$ cat config.mk
export PLATFORM = sky130hd
export DESIGN_NAME = mem_arbiter
export DESIGN_NICKNAME = d
export VERILOG_FILES = /design/src/rtl/mem_arbiter_pkg.sv /design/src/rtl/arb_starve_counter.sv /design/src/rtl/mem_arbiter.sv
export SDC_FILE = /design/constraint.sdc
export NUM_CORES = 1
export LEC_CHECK = 0
export ABC_CLOCK_PERIOD_IN_PS = 1600
export CORE_AREA = 2 2 272 274
export CTS_CLUSTER_SIZE = 25
export DETAILED_ROUTE_END_ITERATION = 10
export DIE_AREA = 0 0 274 276
export PLACE_DENSITY = 0.58
export SYNTH_ARGS = -nofsm -noshare
export SYNTH_HDL_FRONTEND = slang
export SYNTH_SLANG_ARGS = --single-unit
$ cat constraint.sdc
create_clock -name clk -period 1.6 [get_ports clk]
set_input_delay 0.16 -clock clk [delete_from_list [all_inputs] [get_ports clk]]
set_output_delay 0.16 -clock clk [all_outputs]
set_load 0.005 [all_outputs]
$ cat src/rtl/mem_arbiter_pkg.sv
// Shared types for the memory arbiter: LC-3b word/cacheline types and the
// arbiter FSM state encoding.
package mem_arbiter_pkg;

   localparam int unsigned LC3B_WORD_W = 16;
   localparam int unsigned LC3B_LINE_W = 128;

   typedef logic [LC3B_WORD_W-1:0] lc3b_word;
   typedef logic [LC3B_LINE_W-1:0] lc3b_cacheline;

   typedef enum logic [2:0] {
      IDLE,
      SERVE_I,
      SERVE_D,
      RESP_I,
      RESP_D
   } mem_arbiter_state_t;

endpackage

$ cat src/rtl/arb_starve_counter.sv
// Saturating count of D grants made while the I-cache was waiting.
// Ports:
//   clk, rst_n      : clock, synchronous active-low reset
//   inc             : a D grant happened while I was requesting
//   clr             : an I grant happened
//   at_limit_c      : count has reached STARVE_LIMIT (combinational from count)
// Only instantiated when MEM_ARBITER_STARVE_GUARD_EN is defined.
module arb_starve_counter #(
   parameter int unsigned STARVE_LIMIT = 4
) (
   input  logic clk,
   input  logic rst_n,
   input  logic inc,
   input  logic clr,
   output logic at_limit_c
);

   localparam int unsigned CNT_W = $clog2(STARVE_LIMIT + 1);

   logic [CNT_W-1:0] count;

   // Saturates at STARVE_LIMIT; an I grant always wins over an increment.
   always_ff @(posedge clk) begin
      if (!rst_n) begin
         count <= '0;
      end else if (clr) begin
         count <= '0;
      end else if (inc && (count != CNT_W'(STARVE_LIMIT))) begin
         count <= count + CNT_W'(1);
      end
   end

   assign at_limit_c = (count == CNT_W'(STARVE_LIMIT));

endmodule

$ cat src/rtl/mem_arbiter.sv
// Serializes I-cache line fills, D-cache line fills and D-cache writebacks
// onto the single physical memory port. A granted request is latched and held
// on the memory port until pmem_resp, then a one-cycle registered response is
// returned to the winning cache. D has priority over I.
// Optional: MEM_ARBITER_STARVE_GUARD_EN lets I win after STARVE_LIMIT
// consecutive D grants made while I was waiting.
// Ports:
//   clk, rst_n                    : clock, synchronous active-low reset
//   icache_pmem_read/address      : I-cache fill request
//   icache_pmem_rdata/resp        : I-cache fill data and completion pulse
//   dcache_pmem_read/write/address/wdata : D-cache fill / writeback request
//   dcache_pmem_rdata/resp        : D-cache fill data and completion pulse
//   pmem_read/write/address/wdata : physical memory request (registered)
//   pmem_rdata/resp               : physical memory response
module mem_arbiter
   import mem_arbiter_pkg::*;
#(
   parameter int unsigned ADDR_W       = 16,
   parameter int unsigned LINE_W       = 128,
   parameter int unsigned STARVE_LIMIT = 4
) (
   input  logic              clk,
   input  logic              rst_n,
   input  logic              icache_pmem_read,
   input  logic [ADDR_W-1:0] icache_pmem_address,
   output logic [LINE_W-1:0] icache_pmem_rdata,
   output logic              icache_pmem_resp,
   input  logic              dcache_pmem_read,
   input  logic              dcache_pmem_write,
   input  logic [ADDR_W-1:0] dcache_pmem_address,
   input  logic [LINE_W-1:0] dcache_pmem_wdata,
   output logic [LINE_W-1:0] dcache_pmem_rdata,
   output logic              dcache_pmem_resp,
   output logic              pmem_read,
   output logic              pmem_write,
   output logic [ADDR_W-1:0] pmem_address,
   output logic [LINE_W-1:0] pmem_wdata,
   input  logic [LINE_W-1:0] pmem_rdata,
   input  logic              pmem_resp
);

   mem_arbiter_state_t state;

   logic d_req_c;
   logic i_pri_c;
   logic d_grant_c;
   logic i_grant_c;

   assign d_req_c   = dcache_pmem_read | dcache_pmem_write;
   assign d_grant_c = (state == IDLE) && d_req_c && !i_pri_c;
   assign i_grant_c = (state == IDLE) && icache_pmem_read && !d_grant_c;

`ifdef MEM_ARBITER_STARVE_GUARD_EN
   logic starved_c;

   arb_starve_counter #(
      .STARVE_LIMIT (STARVE_LIMIT)
   ) u_starve (
      .clk        (clk),
      .rst_n      (rst_n),
      .inc        (d_grant_c & icache_pmem_read),
      .clr        (i_grant_c),
      .at_limit_c (starved_c)
   );

   // I overrides D only once it has been passed over STARVE_LIMIT times.
   assign i_pri_c = starved_c & icache_pmem_read;
`else
   // Strict D-over-I priority; STARVE_LIMIT has no effect in this build.
   assign i_pri_c = 1'b0 & (STARVE_LIMIT != 0);
`endif

   // FSM, request latch (the pmem_* registers) and response registers.
   always_ff @(posedge clk) begin
      if (!rst_n) begin
         state             <= IDLE;
         pmem_read         <= 1'b0;
         pmem_write        <= 1'b0;
         pmem_address      <= '0;
         pmem_wdata        <= '0;
         icache_pmem_rdata <= '0;
         icache_pmem_resp  <= 1'b0;
         dcache_pmem_rdata <= '0;
         dcache_pmem_resp  <= 1'b0;
      end else begin
         icache_pmem_resp <= 1'b0;
         dcache_pmem_resp <= 1'b0;
         case (state)
            IDLE: begin
               if (d_grant_c) begin
                  // Read and write together is treated as a write.
                  pmem_write   <= dcache_pmem_write;
                  pmem_read    <= ~dcache_pmem_write;
                  pmem_address <= dcache_pmem_address;
                  pmem_wdata   <= dcache_pmem_wdata;
                  state        <= SERVE_D;
               end else if (i_grant_c) begin
                  pmem_read    <= 1'b1;
                  pmem_write   <= 1'b0;
                  pmem_address <= icache_pmem_address;
                  pmem_wdata   <= '0;
                  state        <= SERVE_I;
               end
            end
            SERVE_I: begin
               if (pmem_resp) begin
                  icache_pmem_rdata <= pmem_rdata;
                  icache_pmem_resp  <= 1'b1;
                  pmem_read         <= 1'b0;
                  pmem_write        <= 1'b0;
                  state             <= RESP_I;
               end
            end
            SERVE_D: begin
               if (pmem_resp) begin
                  dcache_pmem_rdata <= pmem_rdata;
                  dcache_pmem_resp  <= 1'b1;
                  pmem_read         <= 1'b0;
                  pmem_write        <= 1'b0;
                  state             <= RESP_D;
               end
            end
            RESP_I, RESP_D: begin
               state <= IDLE;
            end
            default: begin
               state <= IDLE;
            end
         endcase
      end
   end

endmodule

==> qor.yml, run 1 <==
synthesis:
  synth_fp_nets: 2119
  synthCells: 1825
  synth_edf_count: 0
  yosysWarnings: 0
  synth_largest_area_cell: "dfxtp_1"
  avgSynthCellArea_sq_um: 8.07
  yosysSeqAreaShare_pct: 55.3
  synth_cell_types: 38
  synth_ff_type: "dfxtp_1"
  yosys-top-cells-area: "dfxtp_1, a21oi_1, nand2_1, o21ai_0, nand3_1"
  async_flop_share_pct: 0
  syn_area_sq_um: 14700
  yosysTopAreaCellShare_pct: 55.3
  ys_ff_latch: 407
cells_and_area:
  fillers: 7650
  fin_nets: 2870
  synthToLayoutAreaGrowth_pct: 75.1
  instances_no_fill: 3577
  ff_latch_area_sq_um: 8190
  multiInputGateArea_sq_um: 6160
  drive_gt1_share_pct: 14.3
  utilization_pct: 35.5
  mostFrequentLayoutCell: "nand2_1"
  layout_common_cells: "nand2_1, dlygate4sd2_1, dfxtp_1, a21oi_1, clkdlybuf4s50_1"
place:
  dp_worst_setup_slack_ns: -0.288
  gp_congestion: 0.844
  hpwlAfterDp_um: 47200
  placedCellCount: 3470
  io_buffer_count: 697
detailed_routing:
  num_vias: 15786
  drt_iter0_drc: 863
  drt-total-wl_um: 65000
  wl_per_cell_um: 18.2
  drtAntennaViolNets: 0
  firstDrtPassIters: 6
  post-route-drc-count: 0
  vias_per_cell: 4.41
grt:
  grt_max_degree: 47
  grt_pass1_wl_um: 93400
  grt_antenna_before_repair: 5
  grtUsageMet1_pct: 19.3
  grt_remaining_overflow: 0
  use_met3_pct: 3.99
  busiest_layer: "met2"
  grt_usage_pct: 15.8
  use_met2_pct: 25.9
  first_global_vias: 15067
sta:
  drv_slew: 0
  tightest_slew_ns: 0.425
  fmax_mhz: 620
  skew_ns: 0.0105
  setup_viol: 8
  rsz0062_at_grt: "yes"
  fin_ws_ns: -0.0137
  hold_viol_final: 0
  finalCriticalPeriod_ns: 1.61
  max_slew_margin_pct: 71.3
  layout_worst_path_cycle_share_pct: 101
  fin_hold_ws_ns: 0.134
clock_network:
  clk_path_buf_depth: 3
  cts_buffers: 48
  clkSinkCount: 407
  htreeDepth: 2
  hold_buffers: 0
  clk_pin_slew_ns: 0.06
  cts_tree: "done"
  worstSkewPairLatency_ns: 0.58
  cts-root-buf: "clkbuf_16"
hold_path:
  holdPathStages: 3
  hold_start: "dcache_pmem_wdata[18]"
  hold_path.class: "input port to register"
  min_to: "pmem_wdata[18]"
worst_setup_path:
  crit_slowest_cell: "dfxtp_4"
  r2r_setup_slack_ns: -0.01
  r2r_end: "icache_pmem_rdata[47]"
  cp.buffers_inverters: 4
  rr_worst_depth: 7
  path_cells: "buf_6 > nor4bb_4 > buf_6 > clkbuf_16 > clkbuf_16 > nand2_2 > a21oi_2"
  cp-end-kind: "register"
  critPathMaxFanout: 7
  reg2reg_from: "state[1]"
  startpoint_type: "register"
  crit_family: "buffers and inverters"
  critPathKind: "register to register"
  slowest_delay_ns: 0.36
  crit_required_ns: 2.10
  cp.arrival_ns: 2.11
power:
  net-switching-power_mw: 8.29
  p_clk_share_pct: 39.7
  powerDensity_nw_per_um2: 1150
  swShare_pct: 27.9
  p_int_mw: 21.4
  p_comb_share_pct: 21.6
  pwr-share-seq_pct: 38.7
  p_leak_nw: 11.0
  vdd_drop_max_mv: 0.776
floorplan:
  initial_core_util_pct: 20.3
  die_h_um: 276
  rows: 99
  core_area_sq_um: 72600
  ios: 698
  die_x_um: 274
  die_area_sq_um: 75600
run_status:
  status: "complete, but fails checks"
  violations: "negative setup slack"
job:
  maxCapViolCount: 0
==> sequential cells by signal, summed over array words and instances (netlist names), 3 cells and up <==
register,flops
dcache_pmem_rdata,128
icache_pmem_rdata,128
pmem_wdata,128
pmem_address,16
state,3
==> synth_stat cells (2+ instances only) <==
cell type / instances
nand2_1: 513
dfxtp_1: 407
a21oi_1: 399
o21ai_0: 132
nand3_1: 131
clkbuf_1: 104
buf_2: 52
inv_1: 13
nor4b_1: 13
o221a_1: 10
buf_4: 4
buf_6: 4
nor2_1: 4
a31oi_1: 3
buf_1: 3
clkbuf_2: 3
nand4_1: 3
o221a_2: 3
a311oi_1: 2
nand4bb_1: 2
o2bb2ai_1: 2
or2_2: 2
==> metal layers <==
layer / up-vias / part of all wire, %
li1: 7667 / -
met1: 7427 / 42
met2: 557 / 47
met3: 135 / 7.3
met4: 0 / 4.3
met5: - / 0
==> power by group through the flow <==
stage	Clock [mW]	Sequential [mW]	Combinational (mW)
floorplan	0	11.7	2.42
global placement	0	11.7	6.74
detailed placement	0	11.7	6.72
CTS	12.1	11.5	6.15
global route	12.5	11.6	6.94
finish	11.8	11.5	6.41
==> final cells by class <==
cell class	instances	area share (%)
Antenna cell	3	0.0291
Clock buffer	70	5.57
Clock inverter	19	1.06
Inverter	14	0.233
Multi-Input combinational cell	1234	23.9
Sequential cell	407	31.7
Tap cell	959	4.65
Timing Repair Buffer	871	32.8
==> per-stage QoR <==
stage	cell area, sq um	setup TNS [ns]	total power [mW]
after floorplan	14700	0	14.2
after global placement	23900	-29.25	18.4
after detailed placement	23900	-31.38	18.4
after CTS	25100	0	29.8
after global routing	25800	-3.31	31.1
final	25800	-0.0622	29.7
==> how the worst max path moves through the flow <==
stage | end | from | slack (ns) | cells after the start
finish | icache_pmem_rdata[47] | state[1] | -0.01 | 7
global route | icache_pmem_rdata[26] | state[1] | -0.07 | 7
detailed placement | pmem_address[0] | dcache_pmem_read | -0.29 | 6
global placement | pmem_address[0] | dcache_pmem_read | -0.31 | 6
CTS | icache_pmem_rdata[77] | icache_pmem_rdata[77] | 0.0007 | 1
floorplan | pmem_address[12] | state[2] | 0.04 | 7
==> timing repair <==
item                                    4_1_cts  5_1_grt
cloned                                        0        9
setup buffers                                 0        6
pin swaps                                     0       30
endpoints found under the setup margin      400      186
gates resized for setup                     426      113
==> tightest hold or removal path: cells and delay by family <==
| family | cells | cell delay (ns) |
|---|---|---|
| buf+inv | 1 | 0.39 |
| compound gates | 1 | 0.05 |
| simple gates | 1 | 0.06 |
==> logic make-up (layout without fill, tap and decap cells) <==
logic type | count (synthesis) | count (layout) | share of synthesized area, %
simple gates | 679 | 679 | 19.6
xor+xnor | 1 | 1 | 0.0595
flops | 407 | 407 | 55.3
mux | 1 | 1 | 0.0680
other cells | 0 | 3 | 0
buf+inv | 184 | 974 | 5.46
compound gates | 553 | 553 | 19.5
(Power assumes the default switching activity.)
==> run 2, diff against run 1 <==
--- a/config.mk
+++ b/config.mk
@@ -6,10 +6,11 @@
 export NUM_CORES = 1
 export LEC_CHECK = 0
 export ABC_CLOCK_PERIOD_IN_PS = 1600
-export CORE_AREA = 2 2 272 274
+export CORE_AREA = 3 3 273 275
+export CTS_CLUSTER_DIAMETER = 40
 export CTS_CLUSTER_SIZE = 25
 export DETAILED_ROUTE_END_ITERATION = 10
-export DIE_AREA = 0 0 274 276
+export DIE_AREA = 0 0 276 278
 export PLACE_DENSITY = 0.58
 export SYNTH_ARGS = -nofsm -noshare
 export SYNTH_HDL_FRONTEND = slang
==> run 2 against run 1 <==
The flow now finishes without violations. Cell area rose by 2.7%. Critical path depth fell by 3. Flip-flop and latch count did not move. Cell count rose by 0.75%. Die area rose by 1.5%. Clock-buffer cell count rose by 29. Combinational power rose by 3.6%. Sequential power barely moved. Sequential share of layout area fell by 0.87 points. Via count rose by 0.42%. Largest power group unchanged.
==> qor.yml, run 2 (synthesized netlist as in run 1, its figures left out) <==
job:
  maxCapViolCount: 0
floorplan:
  ios: 698
  core_area_sq_um: 72600
  initial_core_util_pct: 20.3
  rows: 99
  die_h_um: 278
  die_area_sq_um: 76700
  die_x_um: 276
power:
  p_comb_share_pct: 18.3
  p_int_mw: 26.4
  pwr-share-seq_pct: 31.7
  p_clk_share_pct: 49.9
  powerDensity_nw_per_um2: 1370
  p_leak_nw: 11.4
  vdd_drop_max_mv: 0.707
  swShare_pct: 27.1
  net-switching-power_mw: 9.81
sta:
  setup_viol: 0
  hold_viol_final: 0
  max_slew_margin_pct: 58.0
  tns_ns: 0
  layout_worst_path_cycle_share_pct: 96.9
  finalCriticalPeriod_ns: 1.55
  fmax_mhz: 645
  rsz0062_at_grt: "yes"
  skew_ns: 0.0220
  drv_slew: 0
  tightest_slew_ns: 0.622
worst_setup_path:
  cp-end-kind: "register"
  reg2reg_from: "state[1]"
  critPathKind: "register to register"
  r2r_setup_slack_ns: 0.05
  critPathMaxFanout: 16
  crit_required_ns: 2.07
  cp.arrival_ns: 2.02
  crit_start: "state[1]"
  startpoint_type: "register"
  r2r_end: "pmem_address[13]"
  rr_worst_depth: 4
  crit_end: "pmem_address[13]"
grt:
  grt_antenna_before_repair: 4
  grt_usage_pct: 16.2
  grt_pass1_wl_um: 97200
  first_global_vias: 15451
  grt_max_degree: 41
  grt_remaining_overflow: 0
place:
  hpwlAfterDp_um: 48300
  io_buffer_count: 697
  placedCellCount: 3447
  gp_congestion: 0.857
clock_network:
  clk_pin_slew_ns: 0.05
  worstSkewPairLatency_ns: 0.61
  hold_buffers: 0
  clkSinkCount: 407
  clk_path_buf_depth: 3
  htreeDepth: 3
  cts-root-buf: "clkbuf_16"
  cts_tree: "done"
  cts_buffers: 81
cells_and_area:
  fin_nets: 2872
  fillers: 7620
  ff_latch_area_sq_um: 8180
  mostFrequentLayoutCell: "nand2_1"
  synthToLayoutAreaGrowth_pct: 79.8
  drive_gt1_share_pct: 12.2
  top_regs: "dcache_pmem_rdata x128, icache_pmem_rdata x128, pmem_wdata x128"
  instances_no_fill: 3604
  layout_common_cells: "nand2_1, dlygate4sd2_1, a21oi_1, dfxtp_1, clkdlybuf4s50_1"
  multiInputGateArea_sq_um: 5860
detailed_routing:
  drtAntennaViolNets: 0
  drt-total-wl_um: 66300
  post-route-drc-count: 0
  drt_iter0_drc: 885
  wl_per_cell_um: 18.4
  vias_per_cell: 4.40
  num_vias: 15853
  firstDrtPassIters: 7
run_status:
  status: "completed"
hold_path:
  hold_path.class: "input port to register"
## run 2: cell types whose count changed in the layout (fill, tap and decap cells not counted), moves of 15 or more
cell,previous run,this run
o21ai_0,132,117
nand2_2,15,0
a21oi_1,352,396
clkbuf_16,56,86
buf_4,116,85
a21oi_2,47,3
o21ai_1,0,15
nand2_1,484,513
## run 2: metal layers
layer	up-vias	share of wire [%]	wire (um)	track usage, %
met4	0	3.1	2050	6.08
met1	7524	42	27700	19.8
li1	7678	-	-	-
met5	-	0	0	0
met2	531	49	32300	27.6
met3	120	6.4	4220	3.75
## run 2: final cells by class
type                       instances  share of cell area [%]
clock inverter                    50                    2.79
sequential                       407                    30.9
clock buffer                      99                    8.33
multi-input combinational       1235                    22.1
antenna                            1                 0.00945
inverter                          14                   0.227
timing repair buffer             839                    31.1
tap                              959                    4.53
## run 2: stage by stage
stage                     power, mW  cell area (sq um)  util [%]  hold WS, ns  setup WS, ns
final                          36.2              26500      36.5        0.114        0.0496
after CTS                      36.5              26400      36.3       0.0527      -0.00803
after detailed placement       18.5              23800      32.8        0.445        -0.281
after global placement         18.5              23800      32.8        0.441        -0.279
after floorplan                14.2              14700         -        0.296        0.0418
after global routing           37.7              26500      36.5       0.0840       -0.0349
## run 2: worst min-delay path by stage
stage | start | end | slack, ns | depth (start not counted)
after floorplan | pmem_rdata[0] | dcache_pmem_rdata[0] | 0.30 | 2
after global placement | dcache_pmem_rdata[115] | dcache_pmem_rdata[115] | 0.44 | 2
after detailed placement | icache_pmem_rdata[30] | icache_pmem_rdata[30] | 0.45 | 2
after CTS | dcache_pmem_wdata[28] | pmem_wdata[28] | 0.05 | 3
after global routing | dcache_pmem_wdata[37] | pmem_wdata[37] | 0.08 | 3
final | dcache_pmem_wdata[31] | pmem_wdata[31] | 0.11 | 3
## run 2: power groups by stage
stage | clock, mW | combinational [mW] | sequential, mW
finish | 18.1 | 6.64 | 11.5
global route | 19.0 | 7.16 | 11.6
CTS | 18.5 | 6.47 | 11.5
detailed placement | 0 | 6.83 | 11.7
global placement | 0 | 6.82 | 11.7
floorplan | 0 | 2.42 | 11.7
## run 2: what timing repair did
item,CTS,global route
setup endpoints to repair,410,124
setup buffers,1,0
resized for setup,429,24
pin swaps,2,2
cloned,2,4
## run 2: critical path: stages (launching register included)
cell     delay (ns)
dfxtp_4        0.39
or3_4          0.51
buf_4          0.24
o21ai_0        0.19
a31oi_1        0.10
